`src/rtl/rv_program_loader.sv`:
```
// Byte-stream boot loader: parses a framed image, writes little-endian words
// into memory and releases the core from reset once the checksum matches.
module rv_program_loader #(
  parameter int ADDR_W    = 10,
  parameter int BASE_ADDR = 0,
  parameter int MAX_WORDS = 1024
) (
  input  logic              clk,
  input  logic              rst_n,
  input  logic              s_valid,
  input  logic [7:0]        s_data,
  output logic              s_ready,
  input  logic              reload,
  output logic              mem_we,
  output logic [ADDR_W-1:0] mem_addr,
  output logic [31:0]       mem_wdata,
  output logic              core_rst_n,
  output logic              load_done,
  output logic              load_err,
  output logic [15:0]       words_loaded
);

  typedef enum logic [2:0] {HDR0, HDR1, DATA, CSUM, DONE, ERR} state_t;

  localparam logic [16:0]       MAX_N = 17'(MAX_WORDS);
  localparam logic [ADDR_W-1:0] BASE  = ADDR_W'(BASE_ADDR);

  state_t      state;
  logic [7:0]  cnt_lo;
  logic [7:0]  csum_acc;
  logic [15:0] n_words;
  logic [1:0]  byte_idx;
  logic [23:0] asm_p0;
  logic        accept;
  logic [15:0] hdr_n;
  logic [15:0] wl_next;

  assign accept  = s_valid && s_ready;
  assign hdr_n   = {s_data, cnt_lo};
  assign wl_next = words_loaded + 16'd1;

  // Address arithmetic wraps naturally at 2^ADDR_W.
  function automatic logic [ADDR_W-1:0] wrap_addr(input logic [ADDR_W-1:0] idx);
    return BASE + idx;
  endfunction

  always_ff @(posedge clk or negedge rst_n) begin
    if (!rst_n) begin
      state        <= HDR0;
      s_ready      <= 1'b0;
      mem_we       <= 1'b0;
      mem_addr     <= '0;
      mem_wdata    <= '0;
      core_rst_n   <= 1'b0;
      load_done    <= 1'b0;
      load_err     <= 1'b0;
      words_loaded <= '0;
      csum_acc     <= '0;
      byte_idx     <= '0;
      cnt_lo       <= '0;
      n_words      <= '0;
      asm_p0       <= '0;
    end else begin
      mem_we <= 1'b0;
      case (state)
        HDR0: begin
          s_ready <= 1'b1;
          if (accept) begin
            cnt_lo   <= s_data;
            csum_acc <= csum_acc ^ s_data;
            state    <= HDR1;
          end
        end
        HDR1: begin
          if (accept) begin
            csum_acc <= csum_acc ^ s_data;
            n_words  <= hdr_n;
            if ({1'b0, hdr_n} > MAX_N) begin
              state    <= ERR;
              s_ready  <= 1'b0;
              load_err <= 1'b1;
            end else if (hdr_n == 16'd0) begin
              state <= CSUM;
            end else begin
              state <= DATA;
            end
          end
        end
        DATA: begin
          if (accept) begin
            csum_acc <= csum_acc ^ s_data;
            byte_idx <= byte_idx + 2'd1;
            if (byte_idx == 2'd3) begin
              // Write stage: the completed word is presented one cycle after its last byte.
              mem_we       <= 1'b1;
              mem_addr     <= wrap_addr(words_loaded[ADDR_W-1:0]);
              mem_wdata    <= {s_data, asm_p0};
              words_loaded <= wl_next;
              if (wl_next == n_words) state <= CSUM;
            end else begin
              asm_p0 <= {s_data, asm_p0[23:8]};
            end
          end
        end
        CSUM: begin
          if (accept) begin
            s_ready <= 1'b0;
            if (s_data == csum_acc) begin
              state      <= DONE;
              load_done  <= 1'b1;
              core_rst_n <= 1'b1;
            end else begin
              state    <= ERR;
              load_err <= 1'b1;
            end
          end
        end
        DONE, ERR: begin
          if (reload) begin
            state        <= HDR0;
            s_ready      <= 1'b1;
            core_rst_n   <= 1'b0;
            load_done    <= 1'b0;
            load_err     <= 1'b0;
            words_loaded <= '0;
            csum_acc     <= '0;
            byte_idx     <= '0;
          end
        end
        default: state <= HDR0;
      endcase
    end
  end

endmodule

```
`config.mk`:
```
export PLATFORM = sky130hd
export DESIGN_NAME = rv_program_loader
export DESIGN_NICKNAME = d
export VERILOG_FILES = /design/src/rtl/rv_program_loader.sv
export SDC_FILE = /design/constraint.sdc
export NUM_CORES = 1
export LEC_CHECK = 0
export ABC_CLOCK_PERIOD_IN_PS = 2800
export CORE_MARGIN = 2
export CORE_UTILIZATION = 50
export DETAILED_ROUTE_END_ITERATION = 16
export GPL_TIMING_DRIVEN = 0
export MAX_ROUTING_LAYER = met4
export PLACE_DENSITY = 0.73
export SKIP_CTS_REPAIR_TIMING = 1
export SYNTH_ARGS = -nofsm -noshare
export SYNTH_HDL_FRONTEND = slang
export SYNTH_SLANG_ARGS = --single-unit
export TNS_END_PERCENT = 5
```
`constraint.sdc`:
```
create_clock -name clk -period 2.8 [get_ports clk]
set_input_delay 0.84 -clock clk [delete_from_list [all_inputs] [get_ports clk]]
set_output_delay 0.84 -clock clk [all_outputs]
set_load 0.01 [all_outputs]
```
==> impl_metrics.csv, run 1 <==
group,metric,value,unit
pwr,p_total,0.00540,W
clock_network,clock_sinks,123,
timing,finalClockSkew,0.0130,ns
clock_network,cts_root_buffer,"clkbuf_8",
critical_path,worstSetupPathType,"in -> reg",
critical_path,cpPeakStageDelay,0.49,ns
layout,num_antenna_cells,0,
critical_path,worstReg2RegEnd,"words_loaded[8]$_DFFE_PN0P_",
critical_path,cp.buffers_inverters,1,
global_route,grt_use_met1,32.1,%
routing,avgRoutedWirePerCell,16.3,µm
logic_synthesis,synth.avg_cell_area,9.98,µm²
pwr,ir_drop,0.000498,V
floorplanning,die_area,12000,µm²
critical_path,path_cells,"clkdlybuf4s50_1, and2_1, o22a_1, nand4_1, nor3_1, nand4_1, o31a_1, mux2_4",
timing,slew_headroom,40.6,%
logic_synthesis,synth_async_sr_flop_share,100,%
global_route,grt_max_degree,66,
place,numPortBuffers,66,
outcome,status,"completed",
timing,max_slew.worst_pin.slew,0.884,ns
routing,vias,4336,
clock_network,insertion_delay,0.52,ns
global_route,grt_pass1_vias,4284,
logic_synthesis,yosys.area_share.simple,19.1,%
clock_network,cts_buffers,17,
floorplanning,dieHeight,109,µm
critical_path,endpoint_kind,"flip-flop",
floorplanning,fp.dieW,109,µm
logic_synthesis,yosysWarnings,0,
critical_path,cp.arrival,2.98,ns
logic_synthesis,synthMuxAreaShare,10.0,%
floorplanning,coreArea,10800,µm²
place,post-dp-hpwl,8890,µm
logic_synthesis,synth_compound_area_share,7.53,%
pwr,leakage,3.24,nW
logic_synthesis,synth-seq-area-share,55.5,%
logic_synthesis,syn-cell-area,5550,µm²
critical_path,crit_slowest_cell,"clkdlybuf4s50_1",
logic_synthesis,synth_seq_cells,123,
logic_synthesis,synth.distinct_cells,45,
global_route,grt_use_total,24.2,%
job,maxCapViolCount,0,
timing,period_share,92.6,%
logic_synthesis,synth.largest_area_cell,"dfrtp_1",
routing,ant_nets,0,
critical_path,path_max_fanout,4,
critical_path,r2r_start,"state[2]$_DFFE_PN0P_",
clock_network,cts.clk_slew.worst_paths,0.06,ns
logic_synthesis,synthCells,556,
place,gp_congestion,0.842,
logic_synthesis,ys_top_cells_by_area,"dfrtp_1 55%, nand2_1 12%, mux2_2 9.7%",
clock_network,cts_tree,"yes",
logic_synthesis,synthXorXnorAreaFrac,4.89,%
floorplanning,boundaryPins,75,
pwr,power_density,772,nW/µm²
critical_path,crit_top_cell,"nand4_1",
global_route,grtUsageMet2,38.2,%
floorplanning,floorplan.initialDensity,51.2,%
timing,rsz0062_at_grt,"false",
layout,fin_cells,795,
timing,slew_violations,0,
critical_path,crit_family,"simple AND/OR/NAND/NOR gates",
critical_path,r2r_cells,9,
critical_path,r2r_setup_slack,0.25,ns
logic_synthesis,synth_top_area_share,55.5,%
layout,synthToLayoutAreaGrowth,26.0,%
logic_synthesis,synth_ff_type,"dfrtp_1",
critical_path,worstPathRequired,3.19,ns
logic_synthesis,synth_top_family_by_area,"simple AND/OR/NAND/NOR gates",
global_route,antenna_found_initial,0,
worst_hold_path,hp-class,"in -> async",
routing,avgViaCountPerCell,5.45,
layout,layout-drive-gt1-share,15.1,%
timing,hold_viol_final,0,
global_route,globalRoute.busiestLayer,"met2",
clock_network,clk_path_buf_depth,2,
routing,drtIter0Drc,257,
routing,drtPass1Iterations,5,
layout,final_cell_mix,"172 x nand2_1, 123 x dfrtp_1, 65 x clkdlybuf4s50_1, 48 x mux2_2, 32 x o21ai_0",
place,post-place-cells,763,
routing,route.detailed.drc,0,
routing,wirelength,12900,µm
timing,max_freq,386,MHz
timing,layout_min_cycle_time,2.59,ns
logic_synthesis,syn-num-nets,570,
global_route,overflow,0,
floorplanning,rows,38,
logic_synthesis,synth_edf_count,0,
global_route,grt_pass1_wl,21500,µm
clock_network,htreeDepth,4,
critical_path,start_kind,"primary input",
layout,final_nets,656,
layout,final_common_cell,"nand2_1",
global_route,use_met3,5.04,%
timing,setup_viol,0,
logic_synthesis,synth_fa_ha_area_share,0.451,%
[state kept, by name, summed over array words and instances (netlist names)]
signal        flops
load_done         1
state             3
mem_addr         10
mem_wdata        32
n_words          16
load_err          1
byte_idx          2
s_ready           1
asm_p0           24
words_loaded     16
mem_we            1
csum_acc          8
cnt_lo            8
[synth_stat cells (4+ instances only)]
cell type,number
o21ai_0,32
xnor2_1,19
a21oi_1,10
nand2_1,172
nand2b_1,5
nor4_1,5
xor2_1,12
clkbuf_1,20
dfrtp_1,123
o21ai_1,10
nor3_1,8
nor2_1,26
nand3_1,7
o31ai_1,9
nand4_1,6
buf_2,5
mux2_2,48
buf_1,4
[final cells by class]
class | instances | area [µm²]
Buffer | 32 | 138
Clock buffer | 17 | 414
Clock inverter | 15 | 153
Fill cell | 868 | 3850
Inverter | 1 | 3.75
Multi-Input combinational cell | 400 | 2340
Sequential cell | 123 | 3080
Tap cell | 140 | 175
Timing Repair Buffer | 67 | 689
[cell families after synthesis]
| family | Yosys count |
|---|---|
| DFF | 123 |
| xor gates and xnor gates | 31 |
| and+or+nand+nor | 246 |
| AOI/OAI and AO/OA | 72 |
| buffers and inverters | 33 |
| adders and majority gates | 2 |
| muxes | 49 |
[worst max-delay path by stage]
stage | from | end | slack (ns) | cells after the start
floorplan | s_data[4] | state[0]$_DFFE_PN0P_ | 0.28 | 7
global placement | rst_n | mem_wdata[12]$_DFFE_PN0P_ | -3.67 | 1
detailed placement | s_valid | n_words[15]$_DFFE_PN0P_ | -0.49 | 5
CTS | s_valid | n_words[15]$_DFFE_PN0P_ | 0.06 | 5
global route | state[2]$_DFFE_PN0P_ | words_loaded[9]$_DFFE_PN0P_ | 0.07 | 9
finish | s_valid | state[0]$_DFFE_PN0P_ | 0.21 | 8
[report_power, final]
group          leakage, nW  internal, W  switching (W)
Clock                0.279      0.00121       0.000872
Combinational         1.31     0.000511       0.000560
Sequential            1.65      0.00204       0.000203
[routing by layer]
metal / routed length, µm / vias up
li1: - / 2063
met1: 5860 / 2134
met2: 6340 / 130
met3: 609 / 9
met4: 111 / 0
met5: 0 / -
[metrics by stage]
step	utilization [%]	TNS, ns	hold slack (ns)	area (µm²)	setup WS (ns)
finish	64.5	0	0.290	6990	0.208
floorplan	-	0	0.435	5550	0.283
global placement	58.9	-464.16	0.458	6380	-3.67
detailed placement	59.2	-16.76	0.462	6410	-0.493
CTS	64.4	0	0.302	6980	0.0552
global route	64.5	0	0.319	6990	0.0703
(Power assumes the default switching activity.)
==> run 2: changes to the inputs <==
--- a/config.mk
+++ b/config.mk
@@ -8,11 +8,14 @@
 export ABC_CLOCK_PERIOD_IN_PS = 2800
 export CORE_MARGIN = 2
 export CORE_UTILIZATION = 50
+export CTS_BUF_LIST = sky130_fd_sc_hd__clkbuf_4
+export CTS_CLUSTER_SIZE = 24
 export DETAILED_ROUTE_END_ITERATION = 16
 export GPL_TIMING_DRIVEN = 0
 export MAX_ROUTING_LAYER = met4
 export PLACE_DENSITY = 0.73
 export SKIP_CTS_REPAIR_TIMING = 1
+export SLEW_MARGIN = 40
 export SYNTH_ARGS = -nofsm -noshare
 export SYNTH_HDL_FRONTEND = slang
 export SYNTH_SLANG_ARGS = --single-unit
==> impl_metrics.csv, run 2 (synthesized netlist as in run 1, its figures left out) <==
group,metric,value,unit
critical_path,r2r_cells,9,
critical_path,worstSetupEndpoint,"asm_p0[23]$_DFFE_PN0P_",
worst_hold_path,hp-class,"in -> async",
critical_path,path_max_fanout,10,
layout,top_register,"mem_wdata",
critical_path,crit_slowest_cell,"nor3_1",
routing,drtIter0Drc,220,
routing,drtPass1Iterations,5,
timing,slew_headroom,47.7,%
critical_path,cp.arrival,3.03,ns
layout,final_nets,656,
pwr,leakage,3.11,nW
clock_network,cts_root_buffer,"clkbuf_4",
critical_path,r2r_setup_slack,0.21,ns
routing,vias,4343,
clock_network,cts_buffers,17,
critical_path,crit_cells,5,
global_route,grt_max_degree,66,
place,numPortBuffers,66,
routing,avgRoutedWirePerCell,15.9,µm
layout,top_regs,"mem_wdata (32), asm_p0 (24)",
timing,setup_viol,0,
timing,slew_violations,0,
floorplanning,rows,38,
layout,final_common_cell,"nand2_1",
global_route,antenna_found_initial,1,
timing,layout_min_cycle_time,2.61,ns
layout,fin_cells,796,
global_route,overflow,0,
routing,ant_nets,0,
timing,max_slew.worst_pin.slew,0.779,ns
critical_path,cpPeakStageDelay,0.68,ns
place,post-place-cells,763,
critical_path,cp.buffers_inverters,2,
clock_network,clock_sinks,123,
global_route,grt_pass1_wl,21100,µm
timing,finalWorstSetupSlack,0.194,ns
critical_path,endpoint_kind,"flip-flop",
clock_network,cts_tree,"yes",
timing,hold_viol_final,0,
critical_path,crit_start,"s_valid",
routing,avgViaCountPerCell,5.46,
job,maxCapViolCount,0,
floorplanning,floorplan.initialDensity,51.2,%
clock_network,insertion_delay,0.54,ns
place,post-dp-hpwl,9000,µm
critical_path,start_kind,"primary input",
floorplanning,coreArea,10800,µm²
routing,route.detailed.drc,0,
layout,synthToLayoutAreaGrowth,21.4,%
clock_network,cts.clk_slew.worst_paths,0.10,ns
critical_path,worstPathRequired,3.22,ns
layout,layout-drive-gt1-share,14.8,%
place,gp_congestion,0.842,
routing,wirelength,12700,µm
layout,largest_reg_flops,32,
critical_path,crit_family,"simple AND/OR/NAND/NOR gates",
critical_path,path_cells,"clkdlybuf4s50_1, nand2_1, nor3_1, buf_2, mux2_2",
critical_path,worstSetupPathType,"in -> reg",
timing,rsz0062_at_grt,"false",
pwr,ir_drop,0.000441,V
floorplanning,die_area,12000,µm²
global_route,grt_use_total,24.1,%
critical_path,worstReg2RegEnd,"words_loaded[12]$_DFFE_PN0P_",
floorplanning,boundaryPins,75,
floorplanning,fp.dieW,109,µm
layout,final_cell_mix,"172 x nand2_1, 123 x dfrtp_1, 65 x clkdlybuf4s50_1, 48 x mux2_2, 32 x o21ai_0",
pwr,power_density,683,nW/µm²
clock_network,clk_path_buf_depth,2,
place,place_ws,-0.331,ns
timing,max_freq,384,MHz
timing,period_share,93.1,%
timing,finalClockSkew,0.0223,ns
layout,utilization,62.1,%
critical_path,r2r_start,"state[2]$_DFFE_PN0P_",
outcome,status,"completed",
clock_network,htreeDepth,4,
floorplanning,dieHeight,109,µm
global_route,grt_pass1_vias,4286,
## run 2: cell count changes in the layout (fill, tap and decap cells not counted), sizes merged
| cell | delta |
|---|---|
| inv | -8 |
| clkinv | +3 |
| clkinvlp | +3 |
| bufinv | +2 |
| diode | +1 |
## run 2: per-layer routing
metal | wire [µm] | vias to the layer above | GRT usage [%]
met5 | 0 | - | -
met4 | 204 | 0 | 7.69
met3 | 594 | 20 | 5.87
met2 | 6220 | 122 | 37.7
met1 | 5660 | 2147 | 31.3
li1 | - | 2054 | -
## run 2: how the worst min path moves through the flow
| stage | start | slack [ns] | depth (start not counted) | endpoint |
|---|---|---|---|---|
| 6_report | rst_n | 0.21 | 1 | mem_addr[9]$_DFFE_PN0P_ |
| 5_1_grt | rst_n | 0.21 | 1 | words_loaded[7]$_DFFE_PN0P_ |
| 4_1_cts | rst_n | 0.20 | 1 | mem_addr[4]$_DFFE_PN0P_ |
| 3_5_place_dp | mem_wdata[29]$_DFFE_PN0P_ | 0.46 | 2 | mem_wdata[29]$_DFFE_PN0P_ |
| 3_3_place_gp | asm_p0[2]$_DFFE_PN0P_ | 0.46 | 2 | mem_wdata[2]$_DFFE_PN0P_ |
| 2_1_floorplan | asm_p0[0]$_DFFE_PN0P_ | 0.43 | 2 | mem_wdata[0]$_DFFE_PN0P_ |
## run 2: worst reg2reg max path, stage by stage (launching register included)
cell and delay [ns]:
dfrtp_1 0.34, clkbuf_1 0.36, nor2_1 0.14, and2_1 0.19, nand3_1 0.23, inv_2 0.17
a21oi_1 0.36, clkbuf_1 0.42, o21ai_0 0.18, o31ai_1 0.09
## run 2: report_power, final
part / internal [W] / switching, W / total [W]
Combinational: 0.000513 / 0.000554 / 0.00107
Clock: 0.000615 / 0.000676 / 0.00129
Sequential: 0.00204 / 0.000201 / 0.00224
Total: 0.00317 / 0.00143 / 0.00460
## run 2: through the flow
step / power, W / hold WS [ns] / instance area, µm² / setup TNS [ns]
2_1_floorplan: 0.00302 / 0.435 / 5550 / 0
4_1_cts: 0.00462 / 0.201 / 6720 / 0
3_3_place_gp: 0.00326 / 0.458 / 6380 / -464.16
6_report: 0.00460 / 0.212 / 6740 / 0
5_1_grt: 0.00488 / 0.206 / 6740 / 0
3_5_place_dp: 0.00333 / 0.462 / 6420 / -13.41
## run 2: layout make-up
cell class | instances | area, µm²
Antenna cell | 1 | 2.50
Buffer | 32 | 138
Clock buffer | 17 | 128
Clock inverter | 15 | 174
Fill cell | 929 | 4110
Inverter | 1 | 3.75
Multi-Input combinational cell | 400 | 2340
Sequential cell | 123 | 3080
Tap cell | 140 | 175
Timing Repair Buffer | 67 | 693
